[src/rtl/sram_like_arbiter.sv]
// Two-master arbiter for a shared SRAM-like port: icache is master 0, dcache is master 1.
// One transfer is outstanding at a time; the granted master's request passes through with zero latency.
module sram_like_arbiter #(
    parameter int RR_MODE = 0
) (
    input  logic        clk,
    input  logic        rst,
    input  logic        m0_req,
    input  logic        m0_wr,
    input  logic [1:0]  m0_size,
    input  logic [31:0] m0_addr,
    input  logic [31:0] m0_wdata,
    output logic [31:0] m0_rdata,
    output logic        m0_addr_ok,
    output logic        m0_data_ok,
    input  logic        m1_req,
    input  logic        m1_wr,
    input  logic [1:0]  m1_size,
    input  logic [31:0] m1_addr,
    input  logic [31:0] m1_wdata,
    output logic [31:0] m1_rdata,
    output logic        m1_addr_ok,
    output logic        m1_data_ok,
    output logic        s_req,
    output logic        s_wr,
    output logic [1:0]  s_size,
    output logic [31:0] s_addr,
    output logic [31:0] s_wdata,
    input  logic [31:0] s_rdata,
    input  logic        s_addr_ok,
    input  logic        s_data_ok
);

    typedef enum logic [1:0] {IDLE, ADDR, DATA} state_t;

    state_t state_q, state_d;
    logic   owner_q, owner_d;
    logic   last_q, last_d;

    logic any_req, sel, gnt;
    logic in_idle, in_addr, in_data;
    logic addr_ok_fwd, data_ok_fwd;

    always_comb begin
        in_idle = (state_q == IDLE);
        in_addr = (state_q == ADDR);
        in_data = (state_q == DATA);
        any_req = m0_req | m1_req;

        // A lone requester always wins; only a tie is broken by mode.
        if (RR_MODE != 0 && m0_req && m1_req) sel = ~last_q;
        else                                  sel = m1_req;

        gnt = in_idle ? sel : owner_q;
    end

    // Outputs are suppressed during the reset cycle so an in-flight ack is not delivered.
    always_comb begin
        s_req   = ~rst & (in_addr | (in_idle & any_req));
        s_wr    = gnt ? m1_wr    : m0_wr;
        s_size  = gnt ? m1_size  : m0_size;
        s_addr  = gnt ? m1_addr  : m0_addr;
        s_wdata = gnt ? m1_wdata : m0_wdata;

        addr_ok_fwd = s_req & s_addr_ok;
        // data_ok in ADDR only counts when the address is accepted in the same cycle.
        data_ok_fwd = ~rst & s_data_ok & (in_data | (in_addr & s_addr_ok));

        m0_addr_ok = addr_ok_fwd & ~gnt;
        m1_addr_ok = addr_ok_fwd &  gnt;
        m0_data_ok = data_ok_fwd & ~gnt;
        m1_data_ok = data_ok_fwd &  gnt;
        m0_rdata   = s_rdata;
        m1_rdata   = s_rdata;
    end

    always_comb begin
        state_d = state_q;
        owner_d = owner_q;
        last_d  = last_q;
        case (state_q)
            IDLE: begin
                if (any_req) begin
                    owner_d = sel;
                    state_d = s_addr_ok ? DATA : ADDR;
                end
            end
            ADDR: begin
                if (s_addr_ok) begin
                    if (s_data_ok) begin
                        state_d = IDLE;
                        last_d  = owner_q;
                    end else begin
                        state_d = DATA;
                    end
                end
            end
            DATA: begin
                if (s_data_ok) begin
                    state_d = IDLE;
                    last_d  = owner_q;
                end
            end
            default: state_d = IDLE;
        endcase
    end

    always_ff @(posedge clk) begin
        if (rst) begin
            state_q <= IDLE;
            owner_q <= 1'b0;
            last_q  <= 1'b0;
        end else begin
            state_q <= state_d;
            owner_q <= owner_d;
            last_q  <= last_d;
        end
    end

endmodule
[config.mk]
export PLATFORM = sky130hd
export DESIGN_NAME = sram_like_arbiter
export DESIGN_NICKNAME = d
export VERILOG_FILES = /design/src/rtl/sram_like_arbiter.sv
export SDC_FILE = /design/constraint.sdc
export NUM_CORES = 1
export LEC_CHECK = 0
export CAP_MARGIN = 20
export CORE_AREA = 2 2 118 120
export CTS_BUF_LIST = sky130_fd_sc_hd__clkbuf_4
export DETAILED_ROUTE_END_ITERATION = 6
export DIE_AREA = 0 0 120 122
export PLACE_DENSITY_LB_ADDON = 0.08
export SETUP_SLACK_MARGIN = 0.5
export SKIP_CTS_REPAIR_TIMING = 1
export SLEW_MARGIN = 10
export SYNTH_ARGS = -nofsm -noshare
export SYNTH_HDL_FRONTEND = slang
export SYNTH_SLANG_ARGS = --single-unit
[constraint.sdc]
create_clock -name clk -period 2.2 [get_ports clk]
set_clock_uncertainty 0.2 [all_clocks]
set_input_delay 0.44 -clock clk [delete_from_list [all_inputs] [get_ports clk]]
set_output_delay 0.44 -clock clk [all_outputs]
set_load 0.05 [all_outputs]
==> results of run 1 <==
-- worst paths after layout --
kind | to | startpoint | slack (ns)
min | owner_q | owner_q | 0.30
max reg2reg | owner_q | state_q[0] | 0.57
max | s_addr[0] | state_q[0] | -0.30
min reg2reg | owner_q | owner_q | 0.30
-- registers in the layout (all words and copies together), names as in the netlist --
signal,flops
owner_q,1
state_q,2
-- metal layers --
layer	vias up	track usage, %
met4	0	0.6618
li1	840	-
met1	796	11.03
met5	-	0
met3	3	3.979
met2	123	17.33
-- cells in the final DEF, fill, tap and decap left out --
cell	count
a21oi_1	3
and3b_2	1
and4bb_2	1
buf_12	17
buf_16	2
buf_4	11
buf_6	57
buf_8	5
clkbuf_16	4
clkbuf_2	1
clkbuf_4	4
clkdlybuf4s50_1	134
dfxtp_1	1
dfxtp_2	2
dlymetal6s2s_1	4
inv_1	1
mux2_4	67
mux2i_4	1
nand2b_1	2
nor2_4	2
nor2b_2	1
nor2b_4	1
nor3_2	1
nor3_4	1
nor4_1	1
nor4_4	1
nor4b_4	1
o211a_4	1
o211ai_1	1
o21ai_0	1
-- kinds of logic after synthesis --
logic type,count (synthesis)
AO/OA/AOI/OAI,6
multiplexers,68
buffers and inverters,72
AND/OR/NAND/NOR,13
flip-flops,3
-- cell type report --
cell class                      instances  area [um^2]
Inverter                                1        3.754
Fill cell                            1391         9260
Sequential cell                         3        62.56
Clock buffer                            4        30.03
Multi-Input combinational cell         87         1231
Tap cell                              180        225.2
Timing Repair Buffer                  235         2691
-- metrics by stage --
| stage | instance area [um^2] | TNS, ns | setup slack [ns] |
|---|---|---|---|
| final | 4244 | -18.48 | -0.3007 |
| after global routing | 4244 | -24.57 | -0.3857 |
| after CTS | 3744 | -31.38 | -0.4721 |
| after detailed placement | 3714 | -31.20 | -0.4711 |
| after global placement | 3714 | -30.70 | -0.4591 |
| after floorplan | 1821 | -0.2096 | -0.1565 |
-- worst register-to-register path: stages, from the launching register on --
cell and delay (ns):
dfxtp_2 0.32, nor2_4 0.14, mux2i_4 0.34, buf_12 0.15
buf_12 0.12, buf_4 0.11, buf_6 0.09, a21oi_1 0.05
-- power groups by stage --
stage	registers (uW)	logic, uW	clock network, uW
after global placement	64.9	1570	0
after CTS	64.1	1570	116
after floorplan	66.0	1260	0
final	64.4	1780	110
after global routing	65.2	1850	123
after detailed placement	64.9	1570	0
==> out/qor.txt, run 1 <==
Status -> finished with violations
Hold Path Class -> flip-flop to flip-flop
Worst Reg-to-Reg Cells -> 7
Critical path's top delay family -> multiplexers
Area Growth Syn to Fin -> 170.9%
Violated checks -> negative setup slack
Seq pwr share -> 3.3%
CP Max Fanout -> 7
Int Pwr -> 1067 uW
Fmax achieved -> 399.9 MHz
Combinational cell fraction of total power -> 91.1%
Clock Power Share -> 5.6%
Fin. Hold Viols -> 0
Leakage -> 0.001933 uW
Crit path DAT -> 1.86 ns
TritonCTS clock tree -> done
Dominant cells by area after synthesis -> mux2_2 (44%), buf_4 (31%), mux2_4 (5.8%)
Vias -> 1,762
# Max-Cap Violations -> 0
Final worst slack -> -0.3007 ns
DR iter-0 viols -> 33
CP required -> 1.56 ns
Global-route wire length before repair -> 10,870 um
Synth unique cells -> 20
Critical Path Source Type -> flip-flop
CP bufs+invs -> 3
Initial core utilization -> 11.60%
Detailed Route WL -> 8270 um
WL per Instance -> 16.22 um
Hpwl dp -> 6721 um
Crit end category -> primary output
RePlAce Congestion -> 0.6604
Post-Syn Nets -> 334
Hold slack -> 0.3034 ns
Worst Tran Pin Value -> 0.3553 ns
Post-synthesis mux area share -> 51.04%
Setup Viol. Count Final -> 70
Slowest CP cell -> mux2i_4
Post-Syn Area -> 1567 um^2
Htree depth -> 1
Net Sw Frac -> 45.33%
Top cell types by occurrence after synthesis -> buf_4 (64), mux2_2 (61), clkbuf_8 (6), mux2_4 (6)
Clock transition at path regs -> 0.04 ns
Main combinational cell family by area after synthesis -> multiplexers
Number of port buffers -> 211
Clock tree buffer depth -> 2
Warnings from Yosys -> 0
Post-route ant nets -> 0
Met1 wire length -> 3070 um
Crit-path max cell delay -> 0.34 ns
EDFF count, synth -> 0
Switching Power -> 885.0 uW
Initial antenna violation count -> 0
#FFs+latches synth -> 3
RSZ-0062 raised after global routing -> yes
Number of buffers created by CTS -> 3
Detail Route met3 WL -> 939 um
Power, Total -> 1952 uW
Crit path time final -> 2.501 ns
Vias in the first global route -> 1,718
GRT Util Overall -> 9.593%
Drt first pass iters -> 2
Final core occ -> 31.43%
Headroom to the max-slew limit -> 76.24%
Syn_area_per_cell -> 9.670 um^2
Post-route insts no fill -> 510
Rows -> 43
Clock sinks -> 3
Die area -> 14,640 um^2
Sequential fraction of the synthesis area -> 3.834%
Share of cells above drive strength 1 -> 55.15%
Synth Flop Type -> dfxtp_1
Critical path depth -> 6
Area leader, netlist -> mux2_2
# IOs -> 308
Top sig layer -> met4
Die Wd -> 120 um
Hold depth -> 2
WL met2 -> 4255 um
PD cells -> 460.0 nW/um^2
Area share of the largest cell type after synthesis -> 43.85%
Post-synthesis simple-gate area fraction -> 5.831%
Largest net degree at the start of global routing -> 33
Part of the cycle the worst path needs -> 113.7%
Nets@finish -> 503
Post-synthesis instance total -> 162
Root Buffer -> clkbuf_4
Core area -> 13,500 um^2
Clk_lat worst skew -> 0.23 ns
Diodes inserted -> 0
Post-Place Cells -> 495
Max IR drop VDD -> 301.5 uV
Count leader, synth -> buf_4
CP Cell Sequence -> nor2_4 -> mux2i_4 -> buf_12 -> clkbuf_16 -> mux2_4 -> buf_6
Async SR Flop Fraction -> 0%
Crit Path Class -> flip-flop to primary output
DRC -> 0
Synth Area in Compound Gates -> 2.396%
Adder-Cell Fraction of Synth Area -> 0%
GRT overflow -> 0
Chip Height -> 122 um
Post-synthesis xor/xnor area fraction -> 0%
Vias/cell -> 3.455
Max-slew violations -> 0
(Power assumes the default switching activity.)
==> inputs of run 2 (changes only) <==
- PLACE_DENSITY_LB_ADDON: 0.08 -> 0.05
==> run 2 against run 1 <==
  * The run still ends with negative setup slack left
  * Clock power about the same
  * Critical path depth stayed put
  * Sequential share of layout area hardly changed
  * Wire length up 20%
  * Hold slack better by 0.0045 ns
  * Critical path type unchanged
  * Critical endpoint is now s_wdata[31]
  * Largest power group unchanged
  * Highest routed layer is now met5
==> out/qor.txt, run 2 (synthesis results as in run 1) <==
Slowest CP cell -> mux2_2
Crit path time final -> 2.497 ns (-0.003847 ns)
Setup Viol. Count Final -> 71 (+1.4%)
Clock transition at path regs -> 0.04 ns (about the same)
Chip Height -> 122 um (unchanged)
Hold Path Class -> flip-flop to flip-flop
Hpwl dp -> 8460 um (+26%)
Initial core utilization -> 11.60% (unchanged)
Area of the multi-input gates -> 1215 um^2 (-1.3%)
Die Wd -> 120 um (unchanged)
Max-slew violations -> 0 (unchanged)
Clk_lat worst skew -> 0.23 ns (about the same)
Largest net degree at the start of global routing -> 33 (unchanged)
Crit Path Class -> flip-flop to primary output
Critical Path Source Type -> flip-flop
Crit-path max cell delay -> 0.35 ns (about the same)
Violated checks -> negative setup slack
Post-route ant nets -> 0 (unchanged)
TritonCTS clock tree -> done
Number of buffers created by CTS -> 3 (unchanged)
Status -> finished with violations
Crit end category -> primary output
Part of the cycle the worst path needs -> 113.5% (-0.17 points)
Htree depth -> 1 (unchanged)
CP Max Fanout -> 8 (+1)
DR iter-0 viols -> 34 (+3.0%)
Clock tree buffer depth -> 2 (unchanged)
Drt first pass iters -> 4 (+2)
# Max-Cap Violations -> 0 (unchanged)
FILL cells -> 1,398 (+0.50%)
Fmax achieved -> 400.5 MHz (+0.15%)
Die area -> 14,640 um^2 (unchanged)
Vias in the first global route -> 1,673 (-2.6%)
GRT overflow -> 0 (unchanged)
DRC -> 0 (unchanged)
Final worst slack -> -0.2968 ns (+0.003847 ns)
Sum Neg Setup Slack -> -17.69 ns (+0.7982 ns)
CP bufs+invs -> 3 (unchanged)
Worst Tran Pin Value -> 0.4061 ns (+0.05083 ns)
Worst Reg-to-Reg Cells -> 6 (-1)
Core area -> 13,500 um^2 (unchanged)
RePlAce Congestion -> 0.7028 (+6.4%)
PD cells -> 461.0 nW/um^2 (+0.22%)
Number of port buffers -> 211 (unchanged)
CP Cell Sequence -> nor2_4 -> mux2i_4 -> buf_12 -> buf_16 -> mux2_2 -> buf_6
# IOs -> 308 (unchanged)
Leakage -> 0.001878 uW (-2.8%)
Hold slack -> 0.3079 ns (+0.004495 ns)
Root Buffer -> clkbuf_4
Placement Setup Slack -> -0.4638 ns (+0.007300 ns)
CP required -> 1.56 ns (about the same)
Top reg by flops -> state_q
GRT Util Overall -> 11.70% (+2.1 points)
Rows -> 43 (unchanged)
Power, Total -> 1914 uW (-2.0%)
Critical path depth -> 6 (unchanged)
Most common cell after layout, fill and taps aside -> clkdlybuf4s50_1
Critical path's top delay family -> multiplexers
Finished Cell Area -> 4151 um^2 (-2.2%)
Max reg flops -> 2 (unchanged)
Commonest cells after routing, fill and taps aside -> clkdlybuf4s50_1 (135), buf_6 (68), mux2_4 (65), buf_12 (12), buf_4 (10)
Share of cells above drive strength 1 -> 54.55% (-0.61 points)
FF+latch area -> 62.56 um^2 (unchanged)
Detailed Route WL -> 9886 um (+20%)
Crit path DAT -> 1.86 ns (about the same)
Fin. Hold Viols -> 0 (unchanged)
Post-DP Area -> 3659 um^2 (-1.5%)
Area Growth Syn to Fin -> 165.0%
Initial antenna violation count -> 4 (+4)
Max IR drop VDD -> 222.7 uV (-26%)
RSZ-0062 raised after global routing -> yes
Hold depth -> 2 (unchanged)
Largest regs -> state_q x2, owner_q x1
Vias/cell -> 3.442 (-0.36%)
Vias -> 1,766 (+0.23%)
Clock sinks -> 3 (unchanged)
Nets@finish -> 503 (unchanged)
WL per Instance -> 19.27 um (+19%)
Headroom to the max-slew limit -> 72.88% (-3.4 points)
Global-route wire length before repair -> 12,540 um (+15%)
run 2: layout make-up:
cell class	count	area share, %
flip-flops and latches	3	1.507
inverters	1	0.09042
multi-input cells	87	29.26
repair buffers	235	62.81
diodes	3	0.1808
well taps	180	5.425
clock buffers	4	0.7233
run 2: path summary, 6_finish.rpt:
| path | slack [ns] | startpoint | to |
|---|---|---|---|
| min reg2reg | 0.31 | owner_q | owner_q |
| min | 0.31 | owner_q | owner_q |
| max reg2reg | 0.59 | state_q[1] | owner_q |
| max | -0.30 | state_q[1] | s_wdata[31] |
run 2: where the power goes:
part           total [uW]  switching [uW]  leakage, uW  internal [uW]
Combinational        1740             857      0.00183            885
Clock                 108            27.9    0.0000184           80.2
Sequential           64.8            4.80    0.0000255           60.0
Total                1910             889      0.00188           1020
run 2: worst register-to-register path, cell delays in order (launching register included):
cell     delay (ns)
dfxtp_2        0.32
nor2_4         0.15
mux2i_4        0.32
buf_12         0.17
buf_6          0.16
buf_4          0.12
a21oi_1        0.05
run 2: through the flow:
step | cells | utilization [%]
final | 513 | 30.74
after global routing | 510 | 30.69
after CTS | 500 | 27.31
after detailed placement | 496 | 27.09
after global placement | 496 | 27.09
after floorplan | 162 | -
run 2: layer usage:
| metal | global-route usage, % | part of all wire, % | vias up |
|---|---|---|---|
| met3 | 5.384 | 10 | 8 |
| met4 | 1.765 | 0.19 | 2 |
| li1 | - | - | 846 |
| met5 | 0 | 0.13 | - |
| met2 | 20.49 | 50 | 121 |
| met1 | 13.27 | 39 | 789 |
==> inputs of run 3 (changes only) <==
- CTS_BUF_LIST: sky130_fd_sc_hd__clkbuf_4 -> default
==> run 3 against run 2 <==
  * The run still ends with negative setup slack left
  * Setup slack better by 0.010 ns
  * Combinational power barely moved
  * Die area stayed put
  * Utilization up 0.41 points
  * Maximum frequency up 0.42%
  * Sequential power hardly changed
  * Wire length hardly changed
  * Sequential share of layout area about the same
  * First-iteration DRC count down 2.9%
  * Design area rose by 1.3%
==> out/qor.txt, run 3 (synthesis results as in run 1) <==
Max-slew violations -> 0 (unchanged)
Die area -> 14,640 um^2 (unchanged)
Vias/cell -> 3.446 (+0.11%)
Hold Path Class -> flip-flop to flip-flop
Share of cells above drive strength 1 -> 54.24% (-0.30 points)
CP required -> 1.56 ns (about the same)
Post-route ant nets -> 0 (unchanged)
Critical Path End -> s_wdata[31]
Worst Tran Pin Value -> 0.4061 ns (unchanged)
Number of port buffers -> 211 (unchanged)
Root Buffer -> clkbuf_16
Final core occ -> 31.15% (+0.41 points)
Max IR drop VDD -> 468.6 uV (+110%)
Worst Reg-to-Reg Cells -> 6 (unchanged)
Hpwl dp -> 8460 um (unchanged)
Chip Height -> 122 um (unchanged)
Status -> finished with violations
PD cells -> 497.8 nW/um^2 (+8.0%)
Clk_lat worst skew -> 0.22 ns (about the same)
# IOs -> 308 (unchanged)
Fmax achieved -> 402.2 MHz (+0.42%)
Largest net degree at the start of global routing -> 33 (unchanged)
CP Max Fanout -> 8 (unchanged)
Initial antenna violation count -> 4 (unchanged)
Critical Path Source Type -> flip-flop
Clock sinks -> 3 (unchanged)
Top reg by flops -> state_q
DRC -> 0 (unchanged)
Sum Neg Setup Slack -> -16.95 ns (+0.7409 ns)
GRT overflow -> 0 (unchanged)
Crit path DAT -> 1.85 ns (about the same)
Rows -> 43 (unchanged)
Detailed Route WL -> 9895 um (about the same)
Part of the cycle the worst path needs -> 113.0% (-0.47 points)
Nets@finish -> 503 (unchanged)
Hold slack -> 0.3074 ns (-0.0005670 ns)
Crit-path max cell delay -> 0.35 ns (about the same)
Most common cell after layout, fill and taps aside -> clkdlybuf4s50_1
GRT Util Overall -> 11.71% (about the same)
Area Growth Syn to Fin -> 168.5%
Reg-to-reg critical path startpoint -> state_q[1]
Crit path time final -> 2.486 ns (-0.01044 ns)
Crit Path Class -> flip-flop to primary output
RSZ-0062 raised after global routing -> yes
Slowest CP cell -> mux2_2
Post-DP Area -> 3659 um^2 (unchanged)
Clock tree buffer depth -> 2 (unchanged)
Initial core utilization -> 11.60% (unchanged)
Core area -> 13,500 um^2 (unchanged)
CP Cell Sequence -> nor2_4 -> mux2i_4 -> buf_12 -> buf_16 -> mux2_2 -> buf_6
RePlAce Congestion -> 0.7028 (unchanged)
Fin. Hold Viols -> 0 (unchanged)
Headroom to the max-slew limit -> 72.88% (unchanged)
Flop2flop setup slack -> 0.59 ns (about the same)
Drt first pass iters -> 4 (unchanged)
Commonest cells after routing, fill and taps aside -> clkdlybuf4s50_1 (135), buf_6 (69), mux2_4 (65), buf_12 (12), buf_4 (10)
Htree depth -> 1 (unchanged)
Die Wd -> 120 um (unchanged)
Vias -> 1,768 (+0.11%)
Global-route wire length before repair -> 12,560 um (+0.11%)
Number of buffers created by CTS -> 3 (unchanged)
Finished Cell Area -> 4207 um^2 (+1.3%)
DR iter-0 viols -> 33 (-2.9%)
Largest regs -> state_q x2, owner_q x1
Vias in the first global route -> 1,674 (+0.060%)
Crit end category -> primary output
R2R Path End -> owner_q
Violated checks -> negative setup slack
Final worst slack -> -0.2864 ns (+0.01044 ns)
Crit path from -> state_q[1]
Setup Viol. Count Final -> 71 (unchanged)
Max reg flops -> 2 (unchanged)
WL per Instance -> 19.29 um (about the same)
# Max-Cap Violations -> 0 (unchanged)
Clock transition at path regs -> 0.03 ns (about the same)
TritonCTS clock tree -> done
Leakage -> 0.001900 uW (+1.2%)
==> run 3: routing by layer <==
| metal | share of wire (%) | global-route usage, % |
|---|---|---|
| met1 | 39 | 13.30 |
| met2 | 50 | 20.49 |
| met3 | 10 | 5.384 |
| met4 | 0.19 | 1.765 |
| met5 | 0.13 | 0 |
==> run 3: critical path: cells and delay by family (launching register included) <==
family	cells	cell delay [ns]
flops	1	0.32
mux	2	0.67
buf+inv	3	0.47
simple gates	1	0.15
==> run 3: layout make-up <==
class,instances,area (um^2)
diodes,3,7.507
clock buffers,4,78.83
fillers,1394,9298
inverters,1,3.754
multi-input cells,87,1215
flip-flops and latches,3,62.56
well taps,180,225.2
repair buffers,235,2614
==> run 3: worst min-delay path by stage <==
stage,from,endpoint,cells past startpoint
final,owner_q,owner_q,2
after global routing,owner_q,owner_q,2
after CTS,owner_q,owner_q,2
after detailed placement,owner_q,owner_q,2
after global placement,owner_q,owner_q,2
after floorplan,state_q[1],state_q[0],1
==> run 3: per-stage QoR <==
step | instances | setup WS (ns) | total power (uW)
finish | 513 | -0.2864 | 2094
CTS | 500 | -0.4669 | 1914
floorplan | 162 | -0.1565 | 1330
detailed placement | 496 | -0.4638 | 1620
global placement | 496 | -0.4476 | 1624
global route | 510 | -0.3310 | 2168
==> run 3: power by group <==
| part | total [uW] | switching [uW] | internal, uW |
|---|---|---|---|
| Clock | 287 | 47.8 | 239 |
| Combinational | 1740 | 857 | 886 |
| Sequential | 64.9 | 4.80 | 60.1 |
| Total | 2090 | 909 | 1180 |
